## src/rtl/cohort_fifo_ring_ctrl.sv

```systemverilog
// Multi-channel ring-buffer FIFO controller: per-channel head/tail/count tracking and a
// round-robin, registered valid/ready port that issues load addresses for tail elements.
module cohort_fifo_ring_ctrl #(
  parameter int unsigned NUM_CH = 4,
  parameter int unsigned ADDR_W = 64,
  parameter int unsigned LEN_W  = 16,
  localparam int unsigned CH_W  = (NUM_CH > 1) ? $clog2(NUM_CH) : 1
) (
  input  logic              clk_i,
  input  logic              rst_ni,
  input  logic              cfg_valid_i,
  output logic              cfg_ready_o,
  input  logic [CH_W-1:0]   cfg_ch_i,
  input  logic [ADDR_W-1:0] cfg_base_i,
  input  logic [LEN_W-1:0]  cfg_len_i,
  input  logic [2:0]        cfg_size_i,
  input  logic              push_valid_i,
  output logic              push_ready_o,
  input  logic [CH_W-1:0]   push_ch_i,
  output logic              req_valid_o,
  input  logic              req_ready_i,
  output logic [CH_W-1:0]   req_ch_o,
  output logic [ADDR_W-1:0] req_addr_o,
  output logic [2:0]        req_size_o,
  output logic [NUM_CH-1:0] full_o,
  output logic [NUM_CH-1:0] empty_o
);

  logic [ADDR_W-1:0] base_q [NUM_CH];
  logic [LEN_W-1:0]  len_q  [NUM_CH];
  logic [2:0]        size_q [NUM_CH];
  logic [LEN_W-1:0]  head_q [NUM_CH];
  logic [LEN_W-1:0]  tail_q [NUM_CH];
  logic [LEN_W-1:0]  cnt_q  [NUM_CH];
  logic [CH_W-1:0]   rr_q;

  logic              req_valid_q;
  logic [CH_W-1:0]   req_ch_q;
  logic [ADDR_W-1:0] req_addr_q;
  logic [2:0]        req_size_q;

  logic [NUM_CH-1:0] en, full, eligible, push_hit, pop_hit, cfg_hit;
  logic              cfg_fire, push_fire, load;
  logic              grant_valid;
  logic [CH_W-1:0]   grant_ch;
  logic [ADDR_W-1:0] load_addr;
  logic [2:0]        cfg_size_clamped;

  function automatic logic [LEN_W-1:0] ptr_inc(input logic [LEN_W-1:0] ptr,
                                               input logic [LEN_W-1:0] len);
    return (ptr == len - LEN_W'(1)) ? '0 : ptr + LEN_W'(1);
  endfunction

  // Never reconfigure a channel whose element is sitting in the output register.
  assign cfg_ready_o      = !(req_valid_q && (req_ch_q == cfg_ch_i));
  assign cfg_fire         = cfg_valid_i && cfg_ready_o;
  assign cfg_size_clamped = (cfg_size_i > 3'd4) ? 3'd4 : cfg_size_i;

  assign push_ready_o = en[push_ch_i] && !full[push_ch_i] &&
                        !(cfg_valid_i && (cfg_ch_i == push_ch_i));
  assign push_fire    = push_valid_i && push_ready_o;

  always_comb begin
    en       = '0;
    full     = '0;
    eligible = '0;
    push_hit = '0;
    cfg_hit  = '0;
    for (int i = 0; i < NUM_CH; i++) begin
      en[i]       = (len_q[i] != '0);
      full[i]     = en[i] && (cnt_q[i] == len_q[i]);
      cfg_hit[i]  = cfg_fire && (cfg_ch_i == CH_W'(i));
      push_hit[i] = push_fire && (push_ch_i == CH_W'(i));
      // A channel being reconfigured this cycle must not also be popped.
      eligible[i] = en[i] && (cnt_q[i] != '0) && !cfg_hit[i];
    end
  end

  // Round-robin search starting just after the last granted channel.
  always_comb begin
    int unsigned     idx;
    logic [CH_W-1:0] cand;
    idx         = 0;
    cand        = '0;
    grant_valid = 1'b0;
    grant_ch    = '0;
    for (int k = 1; k <= NUM_CH; k++) begin
      idx  = (int'(rr_q) + k) % NUM_CH;
      cand = CH_W'(idx);
      if (!grant_valid && eligible[cand]) begin
        grant_valid = 1'b1;
        grant_ch    = cand;
      end
    end
  end

  assign load      = (!req_valid_q || req_ready_i) && grant_valid;
  assign load_addr = base_q[grant_ch] + (ADDR_W'(tail_q[grant_ch]) << size_q[grant_ch]);

  always_comb begin
    pop_hit = '0;
    if (load) pop_hit[grant_ch] = 1'b1;
  end

  always_ff @(posedge clk_i or negedge rst_ni) begin
    if (!rst_ni) begin
      for (int i = 0; i < NUM_CH; i++) begin
        base_q[i] <= '0;
        len_q[i]  <= '0;
        size_q[i] <= '0;
        head_q[i] <= '0;
        tail_q[i] <= '0;
        cnt_q[i]  <= '0;
      end
    end else begin
      for (int i = 0; i < NUM_CH; i++) begin
        if (cfg_hit[i]) begin
          base_q[i] <= cfg_base_i;
          len_q[i]  <= cfg_len_i;
          size_q[i] <= cfg_size_clamped;
          head_q[i] <= '0;
          tail_q[i] <= '0;
          cnt_q[i]  <= '0;
        end else begin
          if (push_hit[i]) head_q[i] <= ptr_inc(head_q[i], len_q[i]);
          if (pop_hit[i])  tail_q[i] <= ptr_inc(tail_q[i], len_q[i]);
          if (push_hit[i] && !pop_hit[i])      cnt_q[i] <= cnt_q[i] + LEN_W'(1);
          else if (!push_hit[i] && pop_hit[i]) cnt_q[i] <= cnt_q[i] - LEN_W'(1);
        end
      end
    end
  end

  always_ff @(posedge clk_i or negedge rst_ni) begin
    if (!rst_ni) begin
      rr_q        <= '0;
      req_valid_q <= 1'b0;
      req_ch_q    <= '0;
      req_addr_q  <= '0;
      req_size_q  <= '0;
    end else if (load) begin
      rr_q        <= grant_ch;
      req_valid_q <= 1'b1;
      req_ch_q    <= grant_ch;
      req_addr_q  <= load_addr;
      req_size_q  <= size_q[grant_ch];
    end else if (req_ready_i) begin
      req_valid_q <= 1'b0;
    end
  end

  assign req_valid_o = req_valid_q;
  assign req_ch_o    = req_ch_q;
  assign req_addr_o  = req_addr_q;
  assign req_size_o  = req_size_q;
  assign full_o      = full;

  always_comb begin
    empty_o = '0;
    for (int i = 0; i < NUM_CH; i++) empty_o[i] = (cnt_q[i] == '0);
  end

endmodule

```

## config.mk

```make
export PLATFORM = sky130hd
export DESIGN_NAME = cohort_fifo_ring_ctrl
export DESIGN_NICKNAME = d
export VERILOG_FILES = /design/src/rtl/cohort_fifo_ring_ctrl.sv
export SDC_FILE = /design/constraint.sdc
export NUM_CORES = 1
export LEC_CHECK = 0
export CAP_MARGIN = 0
export CORE_UTILIZATION = 25
export DETAILED_ROUTE_END_ITERATION = 16
export PLACE_DENSITY = 0.38
export SLEW_MARGIN = 30
export SYNTH_ARGS = -nofsm -noshare
export SYNTH_HDL_FRONTEND = slang
export SYNTH_SLANG_ARGS = --single-unit
```

## constraint.sdc

```tcl
create_clock -name clk_i -period 13.17 [get_ports clk_i]
set_input_delay 2.634 -clock clk_i [delete_from_list [all_inputs] [get_ports clk_i]]
set_output_delay 2.634 -clock clk_i [all_outputs]
set_load 0.005 [all_outputs]
```

==> results.tsv <==
metric	value	unit
Register Area	13300	sq um
synth warn	0	
global placer's final weighted congestion	0.823	
Residual DRC	0	
Clock Sinks	530	
Max H-tree Level	3	
Synth top cells by count	nand2_1 (1186), dfrtp_1 (530), o21ai_0 (252)	
Slew Limit Fails	0	
Final Cell Area	37500	sq um
Fmax achieved	0.101	GHz
largest cells by area after synthesis	dfrtp_1 (42%), nand2_1 (14%), o21ai_0 (4.0%), ha_1 (3.6%), xor2_1 (3.2%)	
Setup TNS	0	ps
chip width	357	um
area leader, netlist	dfrtp_1	
EDFF count, synth	0	
# hold bufs at CTS	0	
Netlist Area Pre-Place	31500	sq um
Pwr per Cell Area	280	nW/um^2
initial antenna violation count	5	
placed insts	5468	
Crit path depth	25	
ys flop type	dfrtp_1	
DR WL/cell	22.2	um
CP max stage delay	790	ps
Worst Path Max Fanout	96	
core area	124000	sq um
slowest CP cell	nor3b_1	
status	finished, final reports clean	
synthesis-stage register bit count	530	
Final Hold Viols	0	
most frequent cell after synthesis	nand2_1	
DR iter-0 viols	2103	
crit path DAT	10450	ps
GRT Residual Overflow	0	
Seq/Total Area, Yosys	0.421	
synth-to-layout area growth	19.0	%
die area	127000	sq um
Layout Nets	4095	
Synth top area share	0.421	
crit path from	cfg_ch_i[0]	
worst reg-to-reg setup slack	5120	ps
Hold WC Path Type	flop to flop	
total nets after synthesis	4011	
Post-DP Area	35000	sq um
via density per instance	4.96	
Antenna diodes	0	
Chip Height	357	um
Max Cap Viol	0	
first-pass iteration count of the detailed router	7	
initial core utilization	0.253	
setup bufs post-CTS	0	
CTS max path bufs	3	
CTS root buf	clkbuf_16	
fin crit period	9880	ps
number of cell rows	129	
Clk Latency, worst-skew pair	660	ps
drt total wl	124000	um
first-pass GRT wire length	187000	um
CP startpoint kind	input port	
largest net degree at the start of global routing	156	
asr flop ratio synth	1.00	
# IOs	172	
CP Class	input port to flop	
Post-DRT Antenna Nets	0	
CP bufs+invs	4	
slew of the pin with the lowest slew margin	926	ps
hpwl dp	84900	um
post-synthesis instance total	3823	
CTS tree	done	
reg2reg path depth	24	
Slew headroom	0.383	
vias in the first global route	27000	
CTS buffer count	73	
Worst-path clk slew	60	ps
layout cells sized above 1	0.0674	
r2r endpoint	req_addr_o[31]	
Synth Area per Inst	8.24	sq um
Leak Pwr	17.0	nW
period utilization	0.750	
critical path's top delay family	compound AO/OA/AOI/OAI gates	
clk_skew	33.4	ps
All-Layer GR Usage	0.195	
Setup-failing EPs final	0	
Netlist cell types	86	
critical path capture point type	flop	
Peak supply drop	0.150	mV
Port Buffers	171	
final std cells w/o fill	5598	
Worst EP required	13750	ps
via count	27800	
post-CTS sizing	0	
footprint of the multi-input gates	17200	sq um
RR Startpoint	req_ch_o[1]	
CP endpoint	req_addr_o[31]	
RSZ-0062 raised after global routing	no	
filler instances	13300	
placed cells by master, fill, tap and decap left out, types with 74 or more instances in the layout:
master and instances:
nor3_1 101, nand2_1 1186, nor2_1 189, dfrtp_1 530
xor2_1 116, ha_1 91, xnor2_1 112, nand2b_1 94
clkdlybuf4s50_1 170, a21oi_1 80, o21ai_0 249, inv_1 74
clkbuf_16 74
worst min path at each step:
stage / from / endpoint / slack [ps] / cells past startpoint
floorplan: base_q[111] / base_q[111] / 440 / 2
global placement: base_q[202] / base_q[202] / 460 / 2
detailed placement: base_q[187] / base_q[187] / 460 / 2
CTS: base_q[187] / base_q[187] / 470 / 2
global route: base_q[0] / base_q[0] / 490 / 2
finish: base_q[187] / base_q[187] / 470 / 2
per-stage QoR:
stage / utilization / hold WS [ps] / worst slack [ps] / total power, W
finish: 0.302 / 471 / 3290 / 0.0105
global route: 0.302 / 489 / 2770 / 0.0113
CTS: 0.301 / 473 / 3320 / 0.0106
detailed placement: 0.282 / 459 / 2620 / 0.00843
global placement: 0.281 / 458 / 2730 / 0.00844
floorplan: - / 439 / 4290 / 0.00643
tightest hold or removal path: cells and delay by family (launching register included):
kind | cells | cell delay (ps)
flops | 1 | 340
simple gates | 2 | 100
routing by layer:
layer / up-vias / wire [um] / GRT usage
li1: 13300 / - / -
met1: 13700 / 62300 / 0.292
met2: 612 / 54400 / 0.295
met3: 117 / 5390 / 0.0232
met4: 2 / 2140 / 0.0443
met5: - / 13 / 0
registers in the layout, indices dropped and copies added (netlist names):
signal	cells
req_size_o	3
len_q	64
base_q	256
req_addr_o	64
cnt_q	64
size_q	12
req_valid_o	1
tail_q	64
req_ch_o	2
area by class of cell:
class / instances / area share
clock buffers: 100 / 0.0538
clock inverters: 29 / 0.0113
inverters: 74 / 0.00741
multi-input cells: 2995 / 0.459
flip-flops and latches: 530 / 0.354
well taps: 1637 / 0.0546
repair buffers: 233 / 0.0600
cell families after synthesis:
family | Yosys count | share of synthesized area
compound gates | 686 | 0.141
xor+xnor | 228 | 0.0634
fa+ha+maj | 96 | 0.0393
buf+inv | 298 | 0.0387
flops | 530 | 0.421
mux | 53 | 0.0174
simple gates | 1932 | 0.279
report_power, final:
group / internal, W / switching, W
logic: 0.00219 / 0.00323
registers: 0.00227 / 0.000745
clock network: 0.00122 / 0.000847
Note: power is estimated with default switching activity, not from simulation.
